$ cat src/rtl/lotr_mem_loader.sv
// lotr_mem_loader: byte-stream program loader for a gpc_4t tile; writes I/D memory words and holds cores in reset until GO.
// Optional trailing checksum byte is enabled by defining LOTR_LOADER_CHKSUM_EN.
module lotr_mem_loader #(
    parameter logic [31:0] I_MEM_OFFSET = 32'h0000_0000,
    parameter logic [31:0] SIZE_I_MEM   = 32'h0000_1000,
    parameter logic [31:0] D_MEM_OFFSET = 32'h0040_0000,
    parameter logic [31:0] SIZE_D_MEM   = 32'h0000_2000
) (
    input  logic        QClk,
    input  logic        RstQnnnH,
    input  logic        RxValid,
    input  logic [7:0]  RxData,
    output logic        RxReady,
    output logic        MemWrEn,
    output logic        MemWrSel,
    output logic [31:0] MemWrAddr,
    output logic [31:0] MemWrData,
    input  logic        MemWrReady,
    output logic        CoreRstQnnnH,
    output logic        LoadDone,
    output logic        LoadErr
);
    localparam logic [7:0] CMD_LOAD_I = 8'hA5;
    localparam logic [7:0] CMD_LOAD_D = 8'h5A;
    localparam logic [7:0] CMD_GO     = 8'hC3;

`ifdef LOTR_LOADER_CHKSUM_EN
    typedef enum logic [3:0] {IDLE, ADDR, CNT, CHECK, DATA, WRITE, DONE, ERR, CHK} state_t;
`else
    typedef enum logic [2:0] {IDLE, ADDR, CNT, CHECK, DATA, WRITE, DONE, ERR} state_t;
`endif

    state_t      state;
    logic [1:0]  byte_cnt;
    logic [15:0] remain;
    logic [23:0] shift;
    logic        rx_fire;
    logic [32:0] base33;
    logic [32:0] limit33;
    logic [32:0] end33;
    logic        range_bad;

    assign rx_fire = RxValid & RxReady;

    // MemWrAddr doubles as the running address counter, so the range test reads it directly.
    always_comb begin
        base33    = MemWrSel ? {1'b0, D_MEM_OFFSET} : {1'b0, I_MEM_OFFSET};
        limit33   = base33 + (MemWrSel ? {1'b0, SIZE_D_MEM} : {1'b0, SIZE_I_MEM});
        end33     = {1'b0, MemWrAddr} + {15'd0, remain, 2'b00};
        range_bad = (MemWrAddr[1:0] != 2'b00) || ({1'b0, MemWrAddr} < base33) || (end33 > limit33);
    end

`ifdef LOTR_LOADER_CHKSUM_EN
    logic [7:0] chk_sum;
    always_ff @(posedge QClk) begin
        if (RstQnnnH || state == IDLE) begin
            chk_sum <= 8'h00;
        end else if (rx_fire) begin
            chk_sum <= chk_sum + RxData;
        end
    end
`endif

    always_ff @(posedge QClk) begin
        if (RstQnnnH) begin
            state        <= IDLE;
            RxReady      <= 1'b0;
            MemWrEn      <= 1'b0;
            MemWrSel     <= 1'b0;
            MemWrAddr    <= 32'd0;
            MemWrData    <= 32'd0;
            CoreRstQnnnH <= 1'b1;
            LoadDone     <= 1'b0;
            LoadErr      <= 1'b0;
            byte_cnt     <= 2'd0;
            remain       <= 16'd0;
            shift        <= 24'd0;
        end else begin
            LoadDone <= 1'b0;
            case (state)
                IDLE: begin
                    RxReady <= 1'b1;
                    if (rx_fire) begin
                        byte_cnt <= 2'd0;
                        if (RxData == CMD_LOAD_I || RxData == CMD_LOAD_D) begin
                            MemWrSel     <= (RxData == CMD_LOAD_D);
                            CoreRstQnnnH <= 1'b1;
                            LoadErr      <= 1'b0;
                            state        <= ADDR;
                        end else if (RxData == CMD_GO) begin
                            CoreRstQnnnH <= 1'b0;
                        end else begin
                            RxReady <= 1'b0;
                            state   <= ERR;
                        end
                    end
                end
                ADDR: begin
                    if (rx_fire) begin
                        MemWrAddr <= {RxData, MemWrAddr[31:8]};
                        byte_cnt  <= byte_cnt + 2'd1;
                        if (byte_cnt == 2'd3) begin
                            state <= CNT;
                        end
                    end
                end
                CNT: begin
                    if (rx_fire) begin
                        remain   <= {RxData, remain[15:8]};
                        byte_cnt <= byte_cnt + 2'd1;
                        if (byte_cnt == 2'd1) begin
                            byte_cnt <= 2'd0;
                            RxReady  <= 1'b0;
                            state    <= CHECK;
                        end
                    end
                end
                CHECK: begin
                    if (range_bad) begin
                        state <= ERR;
                    end else if (remain == 16'd0) begin
`ifdef LOTR_LOADER_CHKSUM_EN
                        RxReady  <= 1'b1;
                        state    <= CHK;
`else
                        LoadDone <= 1'b1;
                        state    <= DONE;
`endif
                    end else begin
                        RxReady <= 1'b1;
                        state   <= DATA;
                    end
                end
                DATA: begin
                    if (rx_fire) begin
                        shift    <= {RxData, shift[23:8]};
                        byte_cnt <= byte_cnt + 2'd1;
                        if (byte_cnt == 2'd3) begin
                            MemWrData <= {RxData, shift};
                            MemWrEn   <= 1'b1;
                            RxReady   <= 1'b0;
                            state     <= WRITE;
                        end
                    end
                end
                WRITE: begin
                    if (MemWrReady) begin
                        MemWrEn   <= 1'b0;
                        MemWrAddr <= MemWrAddr + 32'd4;
                        remain    <= remain - 16'd1;
                        if (remain == 16'd1) begin
`ifdef LOTR_LOADER_CHKSUM_EN
                            RxReady  <= 1'b1;
                            state    <= CHK;
`else
                            LoadDone <= 1'b1;
                            state    <= DONE;
`endif
                        end else begin
                            RxReady <= 1'b1;
                            state   <= DATA;
                        end
                    end
                end
                DONE: begin
                    RxReady <= 1'b1;
                    state   <= IDLE;
                end
                ERR: begin
                    LoadErr <= 1'b1;
                    RxReady <= 1'b1;
                    state   <= IDLE;
                end
`ifdef LOTR_LOADER_CHKSUM_EN
                CHK: begin
                    if (rx_fire) begin
                        RxReady <= 1'b0;
                        if ((chk_sum + RxData) == 8'h00) begin
                            LoadDone <= 1'b1;
                            state    <= DONE;
                        end else begin
                            state <= ERR;
                        end
                    end
                end
`endif
                default: begin
                    RxReady <= 1'b0;
                    state   <= IDLE;
                end
            endcase
        end
    end
endmodule

$ cat config.mk
export PLATFORM = sky130hd
export DESIGN_NAME = lotr_mem_loader
export DESIGN_NICKNAME = d
export VERILOG_FILES = /design/src/rtl/lotr_mem_loader.sv
export SDC_FILE = /design/constraint.sdc
export NUM_CORES = 1
export LEC_CHECK = 0
export BUFFER_PORTS_ARGS = -buffer_cell sky130_fd_sc_hd__buf_2
export CORE_MARGIN = 3
export CORE_UTILIZATION = 51
export DETAILED_ROUTE_END_ITERATION = 10
export PLACE_DENSITY = 0.74
export SLEW_MARGIN = 20
export SYNTH_ARGS = -nofsm -noshare
export SYNTH_HDL_FRONTEND = slang
export SYNTH_SLANG_ARGS = --single-unit
$ cat constraint.sdc
create_clock -name QClk -period 6.2 [get_ports QClk]
set_input_delay 0.93 -clock QClk [delete_from_list [all_inputs] [get_ports QClk]]
set_output_delay 0.93 -clock QClk [all_outputs]
set_load 0.1 [all_outputs]
Yosys cells after proc, flatten, opt, wreduce, memory -nomap -nowiden. Index checks and enable logic that the tools add are counted.

Word-level logic and storage cells: 126. Output and inout port bits: 70. Register bits: 115.

Equal/unequal tests: 27. Multiplexer cells: 53. Bitwise gates (word level): 1. Add/sub/neg operators: 5. Reduce and logical (&&, ||, !) cells: 26. $lt $le $gt $ge: 2.

Operator list (count): 32-bit two-way mux (2); 32-bit case mux with 2 select lines (1); 32-bit by 18-bit adder with 33-bit output (1); 33-bit by 24-bit greater-than comparator with 1-bit output (1); 32-bit by 3-bit adder with 32-bit output, second input constant (1); 32-bit by 23-bit < comparator with 1-bit output (1); 16-bit two-way mux (2); 16-bit case mux with 2 select lines (1); 3-bit two-way mux (10); 23-bit by 14-bit adder with 24-bit output (1); 2-bit != test, second input constant (12); 23-bit two-way mux (1); 1-bit two-way mux (22); 3-bit case mux with 7 select lines (1); 3-bit AND reduction (6); 9-bit AND reduction (2); 16-bit by 1-bit equality test with 1-bit output, second input constant (1); 8-bit equality test, second input constant (2); 16-bit logical NOT (1); 16-bit by 1-bit subtractor with 16-bit output, second input constant (1); 14-bit two-way mux (1); 2-bit two-way mux (7); 3-bit equality test, second input constant (4); 2-bit nonzero test (6); other kinds (19) (26).

Longest topological paths before layout.
Depth after elaboration: 6. Gate-level depth with buffers: 19. Gate-level depth less buffers: 19.

Worst setup path before layout. OpenSTA, ideal clock, no wires.

Kind: reg2reg. From: register MemWrAddr[2]. To: register RxReady. Setup time: 0.095 ns. Buffers on the path: 0. Setup slack: 1.096 ns. Stages on the path, launching flop included: 19. Clock period less this slack: 5.104 ns. Data arrival time: 5.009 ns. Path through: dfxtp_1 -> ha_1 -> inv_1 -> fa_1 -> nand2b_1 -> a21o_4 -> a211oi_4 -> o2111ai_2 -> nor2_1 -> xor2_1 -> ha_1 -> inv_1 -> a2111oi_0 -> a41oi_1 -> a211o_1 -> nor4_2 -> a21oi_1 -> or4b_1 -> a221oi_1.

Word-level cells in the longest chain between the ends: 5. Elaborated cells between the ends (all ways): 7.

Ends and longest elaborated chain: start, declared (RTL line 16) `output logic [31:0] MemWrAddr,`; start signal, assigned (RTL line 100) `MemWrAddr <= {RxData, MemWrAddr[31:8]};`; start signal, assigned (RTL line 149) `MemWrAddr <= MemWrAddr + 32'd4;`; 32-bit by 18-bit adder with 33-bit output / 32-bit by 23-bit < comparator with 1-bit output (equally long branches) (RTL line 49, 50); 33-bit by 24-bit greater-than comparator with 1-bit output / 1-bit logical OR (equally long branches) (RTL line 50) `range_bad = (MemWrAddr[1:0] != 2'b00) || ({1'b0, MemWrAddr} < base33) || (end33 > limit33);`; 1-bit logical OR * (RTL line 50); 2-bit != test (no line) *; 9-bit AND reduction (no line) *; end signal, assigned (RTL line 67) `RxReady <= 1'b0;`; end signal, assigned (RTL line 82) `RxReady <= 1'b1;`; end signal, assigned (RTL line 93) `RxReady <= 1'b0;`; end, declared (RTL line 13) `output logic RxReady,`.

Every way passes the cells marked *; elsewhere a longest branch is shown, timed or not. A chain may end at the register's enable or synchronous reset.

Final worst setup path. Same ends and word-level chain as after synthesis.

==> results by group <==
Outcome
  – Outcome: finished, final reports clean

Critical path
  – Slowest Stage Delay on Critical Path: around 0.53 ns
  – Crit path max-delay family: compound AO/OA/AOI/OAI gates
  – Startpoint Class: flop
  – R2r worst-path depth: 18
  – Crit end category: flop
  – Required @ worst endpoint: 6.53 ns
  – Cells along the critical path: ha_1, inv_1, fa_1, nand2b_1, a21o_4, a211oi_4, o2111ai_2, nor2_1, xor2_1, ha_1, inv_1, a2111oi_0, a41oi_1, a211o_1, nor4_2, a21oi_1, or4b_1, a221oi_1
  – Crit path from: MemWrAddr[2]$_SDFFE_PP0P_
  – Buf/Inv on CP: 2
  – Crit Reg-Reg Startpoint: MemWrAddr[2]$_SDFFE_PP0P_
  – Worst flop-to-flop path endpoint: RxReady$_SDFFE_PP0P_
  – Slowest-stage cell, CP: or4b_1
  – R2R setup slack: approximately 1.3 ns
  – Worst-path fanout max: 7
  – Worst setup path class: reg -> reg
  – Critical Path AT: approximately 5.2 ns

Cells and area
  – ANT cells: 0
  – Ratio of cells with drive above 1 in the final layout: 0.142
  – Fin util: 0.601
  – Fin area: 8080 um^2
  – Nets: 1068
  – Area Overhead vs Synth: 13.4%
  – Fill cell count: 1296

Die
  – Initial core utilization: 0.530
  – Die W: between 100 and 150 um
  – CORE AREA: about 13000 um^2
  – Top Ports: between 80 and 90
  – Die ar.: between 15000 and 20000 um^2
  – Die height: about 120 um
  – Rows: 42

Yosys
  – Post-Syn Area: about 7000 um^2
  – Syn_area_per_cell: around 7 um^2
  – Syn_nets: 1037
  – Ys Warns: 0
  – Post-Synth XOR/XNOR Area: 0.0135
  – Syn Inst Count: ~1000
  – FF+latch count, synth: 115
  – Synth cell types: 81
  – Synth Area in Compound Gates: 0.277
  – Post-synthesis adder-cell area fraction: 0.0481
  – Seq/Total Area, Yosys: 0.323
  – Synth Flop Type: dfxtp_1
  – Mux share of post-synthesis cell area: 0.00878
  – Post-synth ARST share: 0
  – Simple-Gate Fraction of Synth Area: 0.278
  – EDFF count, synth: 0
  – Largest family of logic cells by synthesized area: simple AND/OR/NAND/NOR gates

Timing
  – Fmax: 205 MHz
  – Setup Viol. Count Final: 0
  – Final setup TNS: 0 ns
  – RSZ-0062 raised after global routing: false
  – Max-slew headroom: 0.302
  – Fin. Hold Viols: 0
  – Crit path time final: 4.89 ns
  – Max-slew violations: 0
  – Max Clock Skew: around 0.0073 ns
  – Crit share post-route: 0.788
  – Slew @ Worst Pin: between 1 and 1.5 ns

GRT
  – Initial antenna violation count: 0
  – Largest net degree at the start of global routing: 82
  – Vias in the first global route: approximately 6600
  – First-pass GRT wire length: about 34000 um
  – Total GRT Usage: 0.265
  – GRT overflow: 0

Route
  – First-pass detailed-route iteration total: 7
  – Met2 WL: roughly 9000 um
  – Detailed router's first-iteration violation count: 960
  – Residual DRC count: 0
  – Avg Vias per Cell: between 6 and 7
  – Met1 Wirelength: 9710 um
  – WL final: roughly 21000 um
  – Via count: around 7400
  – Post-route ant nets: 0
  – Uppermost layer routed: met4
  – Mean routed wirelength per cell: approximately 17 um
  – Wire length on met3: approximately 1500 um

Clocking
  – Clk root buf: clkbuf_16
  – CTS tree: built
  – Clock tree buffer depth: 2
  – Clk slew on worst S/H paths: 0.06 ns
  – CTS sink count: 115
  – Setup Buffers After CTS: 0
  – Hold-fix buffers, CTS: 0
  – Total CTS buffers: 17
  – Post_cts resized: 0
  – H-tree levels: 4
  – Worst-Skew Late Latency: 0.42 ns

Placed design
  – HPWL after DPL: 14300 um
  – RD Place Congestion: between 0.9 and 1
  – DP Area: approximately 7500 um^2
  – Number of I/O port buffers: 81

Hold path
  – Hold path cells: 2
  – Worst hold start: MemWrData[7]$_SDFFE_PP0P_
  – HP Class: reg -> reg
  – Hold Crit Endpoint: MemWrData[7]$_SDFFE_PP0P_

Power
  – Pwr Density: about 320 nW/um^2
  – Lkg Pwr: between 2 and 3 nW
  – Total power: around 2.6 mW
  – Maximum VDD drop: roughly 0.17 mV

Flow run
  – MaxCap Viol Count: 0
-- layer usage --
| layer | up-vias | global-route usage |
|---|---|---|
| met1 | 3435 | 0.385 |
| met3 | 35 | 0.0528 |
| met2 | 285 | 0.390 |
| met5 | - | 0 |
| li1 | 3663 | - |
| met4 | 0 | 0.0961 |
-- cell families (layout without fill, tap and decap cells) --
kind of cell	count (synthesis)	after routing
AND/OR/NAND/NOR	431	431
AO/OA/AOI/OAI	314	314
flip-flops	115	115
buffers and inverters	95	139
adder cells (fa/ha/maj)	27	27
XOR/XNOR	11	11
multiplexers	6	6
-- how the worst max path moves through the flow --
stage / to / slack (ns) / cells after the start
global route: RxReady$_SDFFE_PP0P_ / 0.88 / 18
finish: RxReady$_SDFFE_PP0P_ / 1.31 / 18
global placement: RxReady$_SDFFE_PP0P_ / 1.52 / 18
CTS: RxReady$_SDFFE_PP0P_ / 1.35 / 18
detailed placement: RxReady$_SDFFE_PP0P_ / 1.38 / 18
floorplan: RxReady$_SDFFE_PP0P_ / 1.10 / 18
-- layout make-up --
| cell class | instances | area, um^2 | area share |
|---|---|---|---|
| clock buffers | 18 | 429 | 0.0531 |
| clock inverters | 14 | 128 | 0.0158 |
| inverters | 19 | 71.3 | 0.00883 |
| multi-input cells | 789 | 4470 | 0.553 |
| flip-flops and latches | 115 | 2300 | 0.285 |
| well taps | 176 | 220 | 0.0273 |
| repair buffers | 88 | 460 | 0.0570 |
-- stage by stage --
step | hold WS, ns | std cells | worst slack (ns)
after floorplan | 0.432 | 999 | 1.10
after global routing | 0.465 | 1219 | 0.880
after detailed placement | 0.444 | 1187 | 1.38
after global placement | 0.440 | 1187 | 1.52
after CTS | 0.452 | 1219 | 1.35
final | 0.449 | 1219 | 1.31
-- sequential cells by signal, indices dropped and copies added, names as in the netlist --
name / cells
CoreRstQnnnH: 1
LoadDone: 1
LoadErr: 1
MemWrAddr: 32
MemWrData: 32
MemWrEn: 1
MemWrSel: 1
RxReady: 1
byte_cnt: 2
remain: 16
shift: 24
state: 3
-- worst min-delay path, delay by kind of cell (launching register included) --
kind | cells | cell delay (ns)
DFF | 1 | 0.30
AOI/OAI and AO/OA | 1 | 0.05
and+or+nand+nor | 1 | 0.05
-- placed cells by master, fill, tap and decap left out, drive strengths merged, types with 8 or more instances in the layout --
cell    netlist  layout
nand2       203     203
a21oi       126     126
dfxtp       115     115
nor2         89      89
buf           9      88
o21ai        59      59
nand3        27      27
ha           25      25
inv          19      24
a211oi       23      23
nor3         21      21
a22oi        18      18
clkbuf       67      18
nand4        15      15
nor4         14      14
o31ai        11      11
a31oi         9       9
o22ai         9       9
o211ai        9       9
and2          8       8
-- cells in the mapped netlist (all sizes together), types with 7 or more instances --
cell	number	area [um^2]
a211oi	23	195
a21o	7	61.3
a21oi	126	631
a22oi	18	135
a31oi	9	56.3
and2	8	55.1
and3	7	50.1
buf	9	50.0
clkbuf	67	251
dfxtp	115	2300
ha	25	313
inv	19	71.3
nand2	203	762
nand3	27	135
nand4	15	93.8
nor2	89	334
nor3	21	105
nor4	14	93.8
o211ai	9	72.6
o21ai	59	299
o22ai	9	56.3
o31ai	11	82.6
or3	7	45.1
-- report_power, final --
group          total [mW]  switching [mW]  internal [mW]
registers           0.900           0.116          0.784
clock network       0.933           0.379          0.554
logic               0.780           0.532          0.248
Power figures use the tool's default switching activity.
